`src/rtl/mem_port_arbiter.sv`:
```
// mem_port_arbiter: shares one single-port memory between the fetch and load/store ports
module mem_port_arbiter #(
    parameter int AW       = 16,
    parameter int DW       = 16,
    parameter int MAX_WAIT = 4
) (
    input  logic          clk,
    input  logic          rst_n,
    input  logic          if_req,
    input  logic [AW-1:0] if_addr,
    output logic [DW-1:0] if_rdata,
    output logic          if_ack,
    input  logic          dm_req,
    input  logic          dm_we,
    input  logic [AW-1:0] dm_addr,
    input  logic [DW-1:0] dm_wdata,
    output logic [DW-1:0] dm_rdata,
    output logic          dm_ack,
    output logic          mem_en,
    output logic          mem_we,
    output logic [AW-1:0] mem_addr,
    output logic [DW-1:0] mem_wdata,
    input  logic [DW-1:0] mem_rdata,
    input  logic          mem_rdy,
    output logic [1:0]    grant
);
    typedef enum logic [1:0] {IDLE, BUSY_IF, BUSY_DM, ACK} state_t;
    localparam logic [3:0] MW = 4'(MAX_WAIT);
    state_t     state;
    logic [3:0] starve_cnt;
    logic       force_if;
    assign force_if = if_req && (starve_cnt == MW);
    always_ff @(posedge clk or negedge rst_n) begin
        if (!rst_n) begin
            state      <= IDLE;
            starve_cnt <= 4'd0;
            mem_en     <= 1'b0;
            mem_we     <= 1'b0;
            mem_addr   <= '0;
            mem_wdata  <= '0;
            if_ack     <= 1'b0;
            dm_ack     <= 1'b0;
            if_rdata   <= '0;
            dm_rdata   <= '0;
            grant      <= 2'b00;
        end else begin
            if_ack <= 1'b0;
            dm_ack <= 1'b0;
            case (state)
                IDLE: begin
                    if (dm_req && !force_if) begin
                        state     <= BUSY_DM;
                        grant     <= 2'b10;
                        mem_en    <= 1'b1;
                        mem_we    <= dm_we;
                        mem_addr  <= dm_addr;
                        mem_wdata <= dm_wdata;
                        // cannot pass MAX_WAIT: a pending fetch at MAX_WAIT forces the fetch grant
                        starve_cnt <= starve_cnt + {3'b000, if_req};
                    end else if (if_req) begin
                        state      <= BUSY_IF;
                        grant      <= 2'b01;
                        mem_en     <= 1'b1;
                        mem_we     <= 1'b0;
                        mem_addr   <= if_addr;
                        starve_cnt <= 4'd0;
                    end
                end
                BUSY_IF, BUSY_DM: begin
                    if (mem_rdy) begin
                        state  <= ACK;
                        grant  <= 2'b00;
                        mem_en <= 1'b0;
                        mem_we <= 1'b0;
                        if (state == BUSY_IF) begin
                            if_ack   <= 1'b1;
                            if_rdata <= mem_rdata;
                        end else begin
                            dm_ack <= 1'b1;
                            if (!mem_we) dm_rdata <= mem_rdata;
                        end
                    end
                end
                default: state <= IDLE;
            endcase
        end
    end
endmodule

```
`config.mk`:
```
export PLATFORM = sky130hd
export DESIGN_NAME = mem_port_arbiter
export DESIGN_NICKNAME = d
export VERILOG_FILES = /design/src/rtl/mem_port_arbiter.sv
export SDC_FILE = /design/constraint.sdc
export NUM_CORES = 1
export LEC_CHECK = 0
export BUFFER_PORTS_ARGS = -buffer_cell sky130_fd_sc_hd__buf_4
export CORE_MARGIN = 8
export CORE_UTILIZATION = 30
export CTS_CLUSTER_DIAMETER = 100
export CTS_CLUSTER_SIZE = 12
export DETAILED_ROUTE_END_ITERATION = 16
export PLACE_DENSITY = 0.68
export SYNTH_ARGS = -nofsm -noshare
export SYNTH_HDL_FRONTEND = slang
export SYNTH_SLANG_ARGS = --single-unit
```
`constraint.sdc`:
```
create_clock -name clk -period 1.7 [get_ports clk]
set_input_delay 0.085 -clock clk [delete_from_list [all_inputs] [get_ports clk]]
set_output_delay 0.085 -clock clk [all_outputs]
set_load 0.1 [all_outputs]
```
Word level (Yosys, flattened, before mapping)

Index checks and enable logic that the tools add are counted.

Register bits: 76
Input bits: 70
Output and inout port bits: 70
Logic and storage cells: 55

Add/subtract/negate cells: 1
Equal/unequal tests: 5
Mux-type cells: 23
Bitwise operators: 2
Reductions and logical operators: 13

Operator list:

| operator                                             | count |
|---|---|
| 2-to-1 mux 16 bit                                    | 2 |
| 2-to-1 mux 1 bit                                     | 11 |
| 2-to-1 mux 2 bit                                     | 4 |
| 2-to-1 mux 4 bit                                     | 2 |
| case mux 2 bit (2 select lines)                      | 2 |
| AND reduction 2 bit                                  | 3 |
| AND reduction 3 bit                                  | 2 |
| adder 4 x 1 -> 4 bit                                 | 1 |
| equality test 4 x 3 -> 1 bit (second input constant) | 1 |
| case mux 1 bit (2 select lines)                      | 2 |
| AND reduction 4 bit                                  | 1 |
| nonzero test 2 bit                                   | 2 |
| inequality test 3 bit (second input constant)        | 1 |
| equality test 2 x 1 -> 1 bit (second input constant) | 1 |
| equality test 2 bit (second input constant)          | 1 |
| logical AND 1 bit                                    | 2 |
| logical NOT 2 bit                                    | 1 |
| inequality test 2 bit (second input constant)        | 1 |
| inverter 1 bit                                       | 2 |
| OR reduction 2 bit                                   | 1 |
| logical NOT 1 bit                                    | 1 |

Logic depth before layout (Yosys ltp)

Gate-level depths: netlist of run 1.

Depth in word-level cells: 6
Depth in mapped cells: 7
Mapped depth without buffers: 6

Worst setup path after synthesis of run 1

OpenSTA, ideal clock, no wires.

Path type: register -> register
Start point: register mem_we
End point: register dm_rdata[10]
Library setup time: 0.125 ns
Arrival time: 1.739 ns
Required time: 1.575 ns
Path slack: -0.164 ns
Stages on the path, launching flop included: 4
Path buffers: 1
Clock period less this slack: 1.864 ns
Path through: dfrtp_1 nor3_4 buf_4 mux2_2

Word-level cells in the longest chain between the ends: 2

RTL lines:

| item                          | RTL line | source |
|---|---|---|
| start: declaration            | 20       | `output logic mem_we,` |
| start signal: assignment      | 55       | `mem_we <= dm_we;` |
| inverter 1 bit (no line)      | -        |  |
| AND reduction 4 bit (no line) | -        |  |
| end signal: assignment        | 80       | `if (!mem_we) dm_rdata <= mem_rdata;` |
| end: declaration              | 17       | `output logic [DW-1:0] dm_rdata,` |

No other way between the ends.
A chain may end at the register's enable or synchronous reset.

Worst setup path in the final report of run 1

Start point: register state[0]
End point: register dm_rdata[15]

Word-level cells in the longest chain between the ends: 3
Elaborated cells between the ends (all ways): 5
Those cells by class: eq/ne: 2; bitwise: 1; reduce/logical: 2

RTL lines:

| item                                                                       | RTL line | source |
|---|---|---|
| start: declaration                                                         | 29       | `state_t state;` |
| start signal: assignment                                                   | 35       | `state <= IDLE;` |
| start signal: assignment                                                   | 52       | `state <= BUSY_DM;` |
| start signal: assignment                                                   | 61       | `state <= BUSY_IF;` |
| equality test 2 x 1 -> 1 bit / equality test 2 bit (equally long branches) | 49, 75   |  |
| OR reduction 2 bit / inverter 1 bit (equally long branches)                | -        |  |
| AND reduction 4 bit (no line) *                                            | -        |  |

Every way passes the cells marked *; elsewhere a longest branch is shown, timed or not.

==> metrics.md, run 1 <==
| Metric | Value |
|---|---|
| Die area | `~0.014 mm2` |
| Initial antenna violation count | `0` |
| Root buffer cell | `clkbuf_8` |
| WP data required | `approximately 1.9 ns` |
| Top cells by count, synth | `dfrtp_1, a21oi_1, mux2_2` |
| Number of synthesized flops with an enable pin | `0` |
| Fmax | `approximately 610 MHz` |
| Final Wtd Congestion | `0.736` |
| Fillers | `899` |
| GRT Overall Usage | `0.131` |
| Cells after DPL | `527` |
| Non-filler cells, final | `~590` |
| Worst setup EP type | `flop` |
| H-tree levels | `3` |
| Yosys reg bits | `between 70 and 80` |
| Buf/Inv on CP | `2` |
| Fin. max-slew vios | `0` |
| Antenna diodes | `0` |
| GRT met2 Usage | `0.221` |
| Ys async rst share | `1.00` |
| Net Count, Synth | `324` |
| Layout cell share with drive strength beyond 1 | `0.469` |
| Clk_skew | `0.00865 ns` |
| CP max stage delay | `0.37 ns` |
| Hold Violations, Final | `0` |
| Critical-path top delay cell | `dfrtp_1` |
| Ranking of synthesized cells by area | `dfrtp_1, mux2_2, a21oi_1, mux2_1, nand2_1` |
| GR peak layer | `met2` |
| # DRC | `0` |
| IO Port Bufs | `around 140` |
| Met1 track demand over resource | `0.142` |
| Fin nets | `roughly 530` |
| Hold WS | `0.0322 ns` |
| Unique masters post-synth | `28` |
| Die Wd | `118 um` |
| DR iter-0 viols | `67` |
| CTS tree | `done` |
| CTS Buf Count | `9` |
| Syn Inst Count | `about 250` |
| Grt met3 use | `0.0619` |
| Startpoint Class | `flop` |
| Critical path arrival | `between 1.5 and 2 ns` |
| Clk_lat worst skew | `about 0.35 ns` |
| Leading area contributor after synthesis | `dfrtp_1` |
| WL final | `just over 9 mm` |
| Final Cycle Share | `0.968` |
| Delay-heaviest family, CP | `flip-flops` |
| Final setup fails | `0` |
| Yosys warnings | `0` |
| CP max FO | `16` |
| CTS Sinks | `76` |
| WL/cell | `~15 um` |
| Vias in the first global route | `a little under 3000` |
| Setup TNS Final | `0 ns` |
| Register area share after synthesis | `0.605` |
| Clk slew on worst S/H paths | `about 0.070 ns` |
| Grt total ovfl | `0` |
| Post-synth top area share | `0.605` |
| Starting Density | `0.307` |
| Via count | `between 2000 and 3000` |
| Crit Path Class | `reg -> reg` |
| Avg Inst Size Synth | `12.6 um2` |
| Worst-margin pin slew | `~0.6 ns` |
| First-pass GRT wire length | `about 15 mm` |
| DP HPWL | `around 6.3 mm` |
| Status | `finished, final reports clean` |
| RSZ-0062 raised after global routing | `yes` |
| Antenna Nets Post-Route | `0` |
| Fin crit period | `roughly 1.6 ns` |
| CP Cell Sequence | `inv_2 > ha_4 > nand2_4 > nor3_4 > buf_12 > mux2_2` |
| Drt pass-1 iters | `5` |
| Core footprint | `0.0102 mm2` |
| Hold/Removal Path Class | `in -> reg` |
| Max-slew headroom | `0.598` |
| Die Y | `between 100 and 150 um` |
| Vias per cell | `about 4.5` |
| CTS Buffer Depth | `2` |
| Mapped Area | `~0.0031 mm2` |
| Area grow syn2layout | `64.6%` |
| Top-count cell post-synth | `dfrtp_1` |
| Post-layout util | `0.506` |
| Main flop type after synthesis | `dfrtp_1` |
| Num ports | `140` |
| # Max-Cap Violations | `0` |
| Largest net degree at the start of global routing | `41` |
| Row cnt | `37` |
-- flip-flops by register name, indices dropped and copies added, names as in the netlist --
name / cells
dm_ack: 1
dm_rdata: 16
grant: 2
if_ack: 1
if_rdata: 16
mem_addr: 16
mem_en: 1
mem_wdata: 16
mem_we: 1
starve_cnt: 4
state: 2
-- timing repair --
| item | 4_1_cts | 5_1_grt |
|---|---|---|
| hold buffers | 49 | 0 |
| endpoints found under the hold margin | 103 | 0 |
| resized for setup | 1 | 3 |
| pin swaps | 1 | 1 |
| endpoints found under the setup margin | 1 | 22 |
| setup buffers | 0 | 1 |
-- metal layers --
layer  routed length (um)  up-vias
met2                 4480      108
met3                  850       10
met1                 3660     1289
met4                  129        0
met5                    0        -
li1                     -     1270
-- worst paths after layout --
kind                                           from                   endpoint  slack (ns)  depth (start not counted)
setup / recovery               state[0]$_DFFE_PN0P_   dm_rdata[15]$_DFFE_PN0P_        0.05                          6
hold / removal                              mem_rdy           dm_ack$_DFF_PN0_        0.03                          3
setup reg to reg               state[0]$_DFFE_PN0P_   dm_rdata[15]$_DFFE_PN0P_        0.05                          6
hold reg to reg            dm_rdata[12]$_DFFE_PN0P_   dm_rdata[12]$_DFFE_PN0P_        0.49                          1
max in group asynchronous                     rst_n   mem_wdata[3]$_DFFE_PN0P_        0.84                          3
min in group asynchronous                     rst_n  mem_wdata[11]$_DFFE_PN0P_        0.27                          2
-- worst min-delay path: cells and delay by family --
family        cells  cell delay, ns
buf+inv           1            0.14
simple gates      2            0.12
-- through the flow --
| step | setup WS (ns) | area [um2] |
|---|---|---|
| floorplan | -0.00720 | 3170 |
| global placement | 0.0661 | 4460 |
| detailed placement | -0.0257 | 4460 |
| CTS | 0.0196 | 5150 |
| global route | -0.0296 | 5170 |
| finish | 0.0546 | 5170 |
-- cell usage in the layout, fill, tap and decap left out, types with 2 or more instances in the layout --
cell / Yosys / layout
mux2_2: 35 / 35
nand2_1: 26 / 25
a21oi_1: 35 / 35
clkinvlp_4: 0 / 2
o21ai_0: 5 / 4
inv_1: 4 / 2
dfrtp_1: 76 / 75
mux2_1: 14 / 14
a22o_1: 3 / 3
o31ai_1: 3 / 2
nor2_1: 18 / 18
clkbuf_8: 0 / 10
inv_2: 0 / 2
buf_12: 0 / 4
buf_4: 1 / 150
ha_1: 5 / 4
dlygate4sd3_1: 0 / 49
nor3_1: 2 / 2
-- cell families (layout without fill, tap and decap cells) --
group	Yosys count	after routing	synth area share
compound gates	51	51	0.0959
fa+ha+maj	5	5	0.0199
buf+inv	15	222	0.0287
flops	76	76	0.605
mux	49	49	0.176
simple gates	53	53	0.0748
-- final cells by class --
| cell class | count | area, um2 | area share |
|---|---|---|---|
| clock buffer | 11 | 141 | 0.0273 |
| clock inverter | 4 | 50.0 | 0.00968 |
| inverter | 4 | 15.0 | 0.00290 |
| multi-input combinational | 158 | 1200 | 0.231 |
| sequential | 76 | 1900 | 0.368 |
| tap | 136 | 170 | 0.0329 |
| timing repair buffer | 203 | 1700 | 0.328 |
Power of run 1 is left out: the tool's default activity adds up to more than one toggle a clock period on the data nets, which glitch-free logic cannot reach.
==> inputs of run 2 (changes only) <==
Settings changed: REMOVE_ABC_BUFFERS from default to 1.
==> run 2 against run 1 <==
Compared with the run above: fmax is 1.2% lower; setup slack worse by 0.021 ns; first-iteration DRC count is 19% lower; clock-buffer cell count stayed put; cell count is 1.0% higher; worst hold slack worse by 0.0067 ns; design area is 1.5% higher; register-to-register slack worse by 0.02 ns; clock skew is 0.0029 ns higher; sequential share of layout area is 0.58 points lower; critical endpoint is now dm_rdata[8]$_DFFE_PN0P_.
==> metrics.md, run 2 (same netlist as run 1, synthesis figures left out) <==
| Metric | Value |
|---|---|
| Hold EP | `mem_addr[7]$_DFFE_PN0P_` |
| Area grow syn2layout | `67.1%` |
| # Max-Cap Violations | `0` |
| Layout cell share with drive strength beyond 1 | `0.476` |
| Hold Violations, Final | `0` |
| Clk slew on worst S/H paths | `approximately 0.080 ns` |
| Clk_skew | `0.0116 ns` |
| WL/cell | `approximately 16 um` |
| Antenna diodes | `0` |
| Largest net degree at the start of global routing | `45` |
| CTS Buf Count | `9` |
| Hold Path Depth | `3` |
| Clk_lat worst skew | `0.34 ns` |
| Final setup fails | `0` |
| Most frequent cells in the layout | `buf_4, dfrtp_1, dlygate4sd3_1, a21oi_1, mux2_2` |
| DP HPWL | `about 6.6 mm` |
| Fmax | `around 600 MHz` |
| Row cnt | `37` |
| Starting Density | `0.307` |
| First-pass GRT wire length | `roughly 15 mm` |
| DR iter-0 viols | `between 50 and 60` |
| Startpoint Class | `flop` |
| Vias per cell | `between 4 and 5` |
| Fillers | `just under 900` |
| Worst hold start | `if_addr[7]` |
| RR Endpoint | `dm_rdata[8]$_DFFE_PN0P_` |
| Worst-margin pin slew | `between 0.4 and 0.5 ns` |
| Final Cycle Share | `0.980` |
| Worst setup EP type | `flop` |
| Max-slew headroom | `0.697` |
| Via count | `around 2700` |
| Cells after DPL | `530` |
| CP max FO | `4` |
| Setup TNS Final | `0 ns` |
| CTS tree | `done` |
| WP data required | `~1.9 ns` |
| Fin nets | `approximately 530` |
| R2r startpoint | `state[1]$_DFFE_PN0P_` |
| H-tree levels | `3` |
| RSZ-0062 raised after global routing | `yes` |
| Fin. max-slew vios | `0` |
| Die Wd | `118 um` |
| Multi-input gate area | `between 0.001 and 0.0015 mm2` |
| Grt total ovfl | `0` |
| Hold/Removal Path Class | `in -> reg` |
| Total area of sequential cells | `between 0.0015 and 0.002 mm2` |
| Critical path arrival | `1.90 ns` |
| Non-filler cells, final | `598` |
| Post-layout util | `0.513` |
| Worst reg2reg path depth | `7` |
| Root buffer cell | `clkbuf_8` |
| Fin crit period | `roughly 1.7 ns` |
| CTS Buffer Depth | `2` |
| GRT Overall Usage | `0.133` |
| Num ports | `140` |
| Crit Path Class | `reg -> reg` |
| Die area | `roughly 0.014 mm2` |
| WL final | `between 9 and 10 mm` |
| Vias in the first global route | `around 3000` |
| # DRC | `0` |
| Initial antenna violation count | `0` |
| Final Wtd Congestion | `between 0.7 and 0.8` |
| Antenna Nets Post-Route | `0` |
| Core footprint | `~0.010 mm2` |
| Die Y | `about 120 um` |
| Status | `finished, final reports clean` |
| CTS Sinks | `76` |
| IO Port Bufs | `139` |
| Drt pass-1 iters | `4` |
| Most common cell after layout, fill and taps aside | `buf_4` |
| R2R Setup Slk | `0.03 ns` |
-- run 2: how the worst max path moves through the flow --
| stage | startpoint | to | depth (start not counted) |
|---|---|---|---|
| finish | state[1]$_DFFE_PN0P_ | dm_rdata[8]$_DFFE_PN0P_ | 7 |
| detailed placement | state[1]$_DFFE_PN0P_ | mem_we$_DFFE_PN0P_ | 6 |
| floorplan | starve_cnt[3]$_DFFE_PN0P_ | starve_cnt[2]$_DFFE_PN0P_ | 4 |
| CTS | state[1]$_DFFE_PN0P_ | dm_rdata[11]$_DFFE_PN0P_ | 6 |
| global placement | state[1]$_DFFE_PN0P_ | mem_we$_DFFE_PN0P_ | 6 |
| global route | state[1]$_DFFE_PN0P_ | dm_rdata[3]$_DFFE_PN0P_ | 7 |
-- run 2: worst max-delay path: stages (launching register included) --
cell	delay (ns)
dfrtp_1	0.38
inv_2	0.07
ha_4	0.28
nand2_4	0.06
nor3_4	0.19
buf_6	0.13
buf_4	0.12
mux2_2	0.33
-- run 2: area by class of cell --
| type | instances | area share |
|---|---|---|
| Clock buffer | 11 | 0.0269 |
| Multi-Input combinational cell | 158 | 0.232 |
| Clock inverter | 5 | 0.00691 |
| Sequential cell | 76 | 0.362 |
| Tap cell | 136 | 0.0324 |
| Timing Repair Buffer | 208 | 0.337 |
| Inverter | 4 | 0.00286 |
-- run 2: repair_timing --
action                                  in CTS  in global routing
hold buffers                                48                  0
pin swaps                                    1                  2
gates cloned                                 0                  1
gates resized for setup                      1                 14
endpoints found under the setup margin       1                 20
setup buffers                                0                  3
hold endpoints to repair                    95                  0
-- run 2: metal layers --
layer / track usage / vias up / share of wire
li1: - / 1283 / -
met3: 0.0519 / 10 / 0.089
met2: 0.220 / 113 / 0.48
met5: 0 / - / 0
met4: 0.0464 / 0 / 0.013
met1: 0.154 / 1297 / 0.42
-- run 2: per-stage QoR --
| stage | worst slack (ns) | cell area (um2) | hold WS [ns] |
|---|---|---|---|
| 2_1_floorplan | -0.557 | 3070 | -0.211 |
| 3_3_place_gp | 0.0476 | 4480 | 0.0657 |
| 5_1_grt | -0.0460 | 5250 | 0.0335 |
| 4_1_cts | 0.0152 | 5140 | 0.00356 |
| 6_report | 0.0340 | 5250 | 0.0255 |
| 3_5_place_dp | -0.00671 | 4480 | 0.0667 |
Power of run 2 is left out for the same reason.
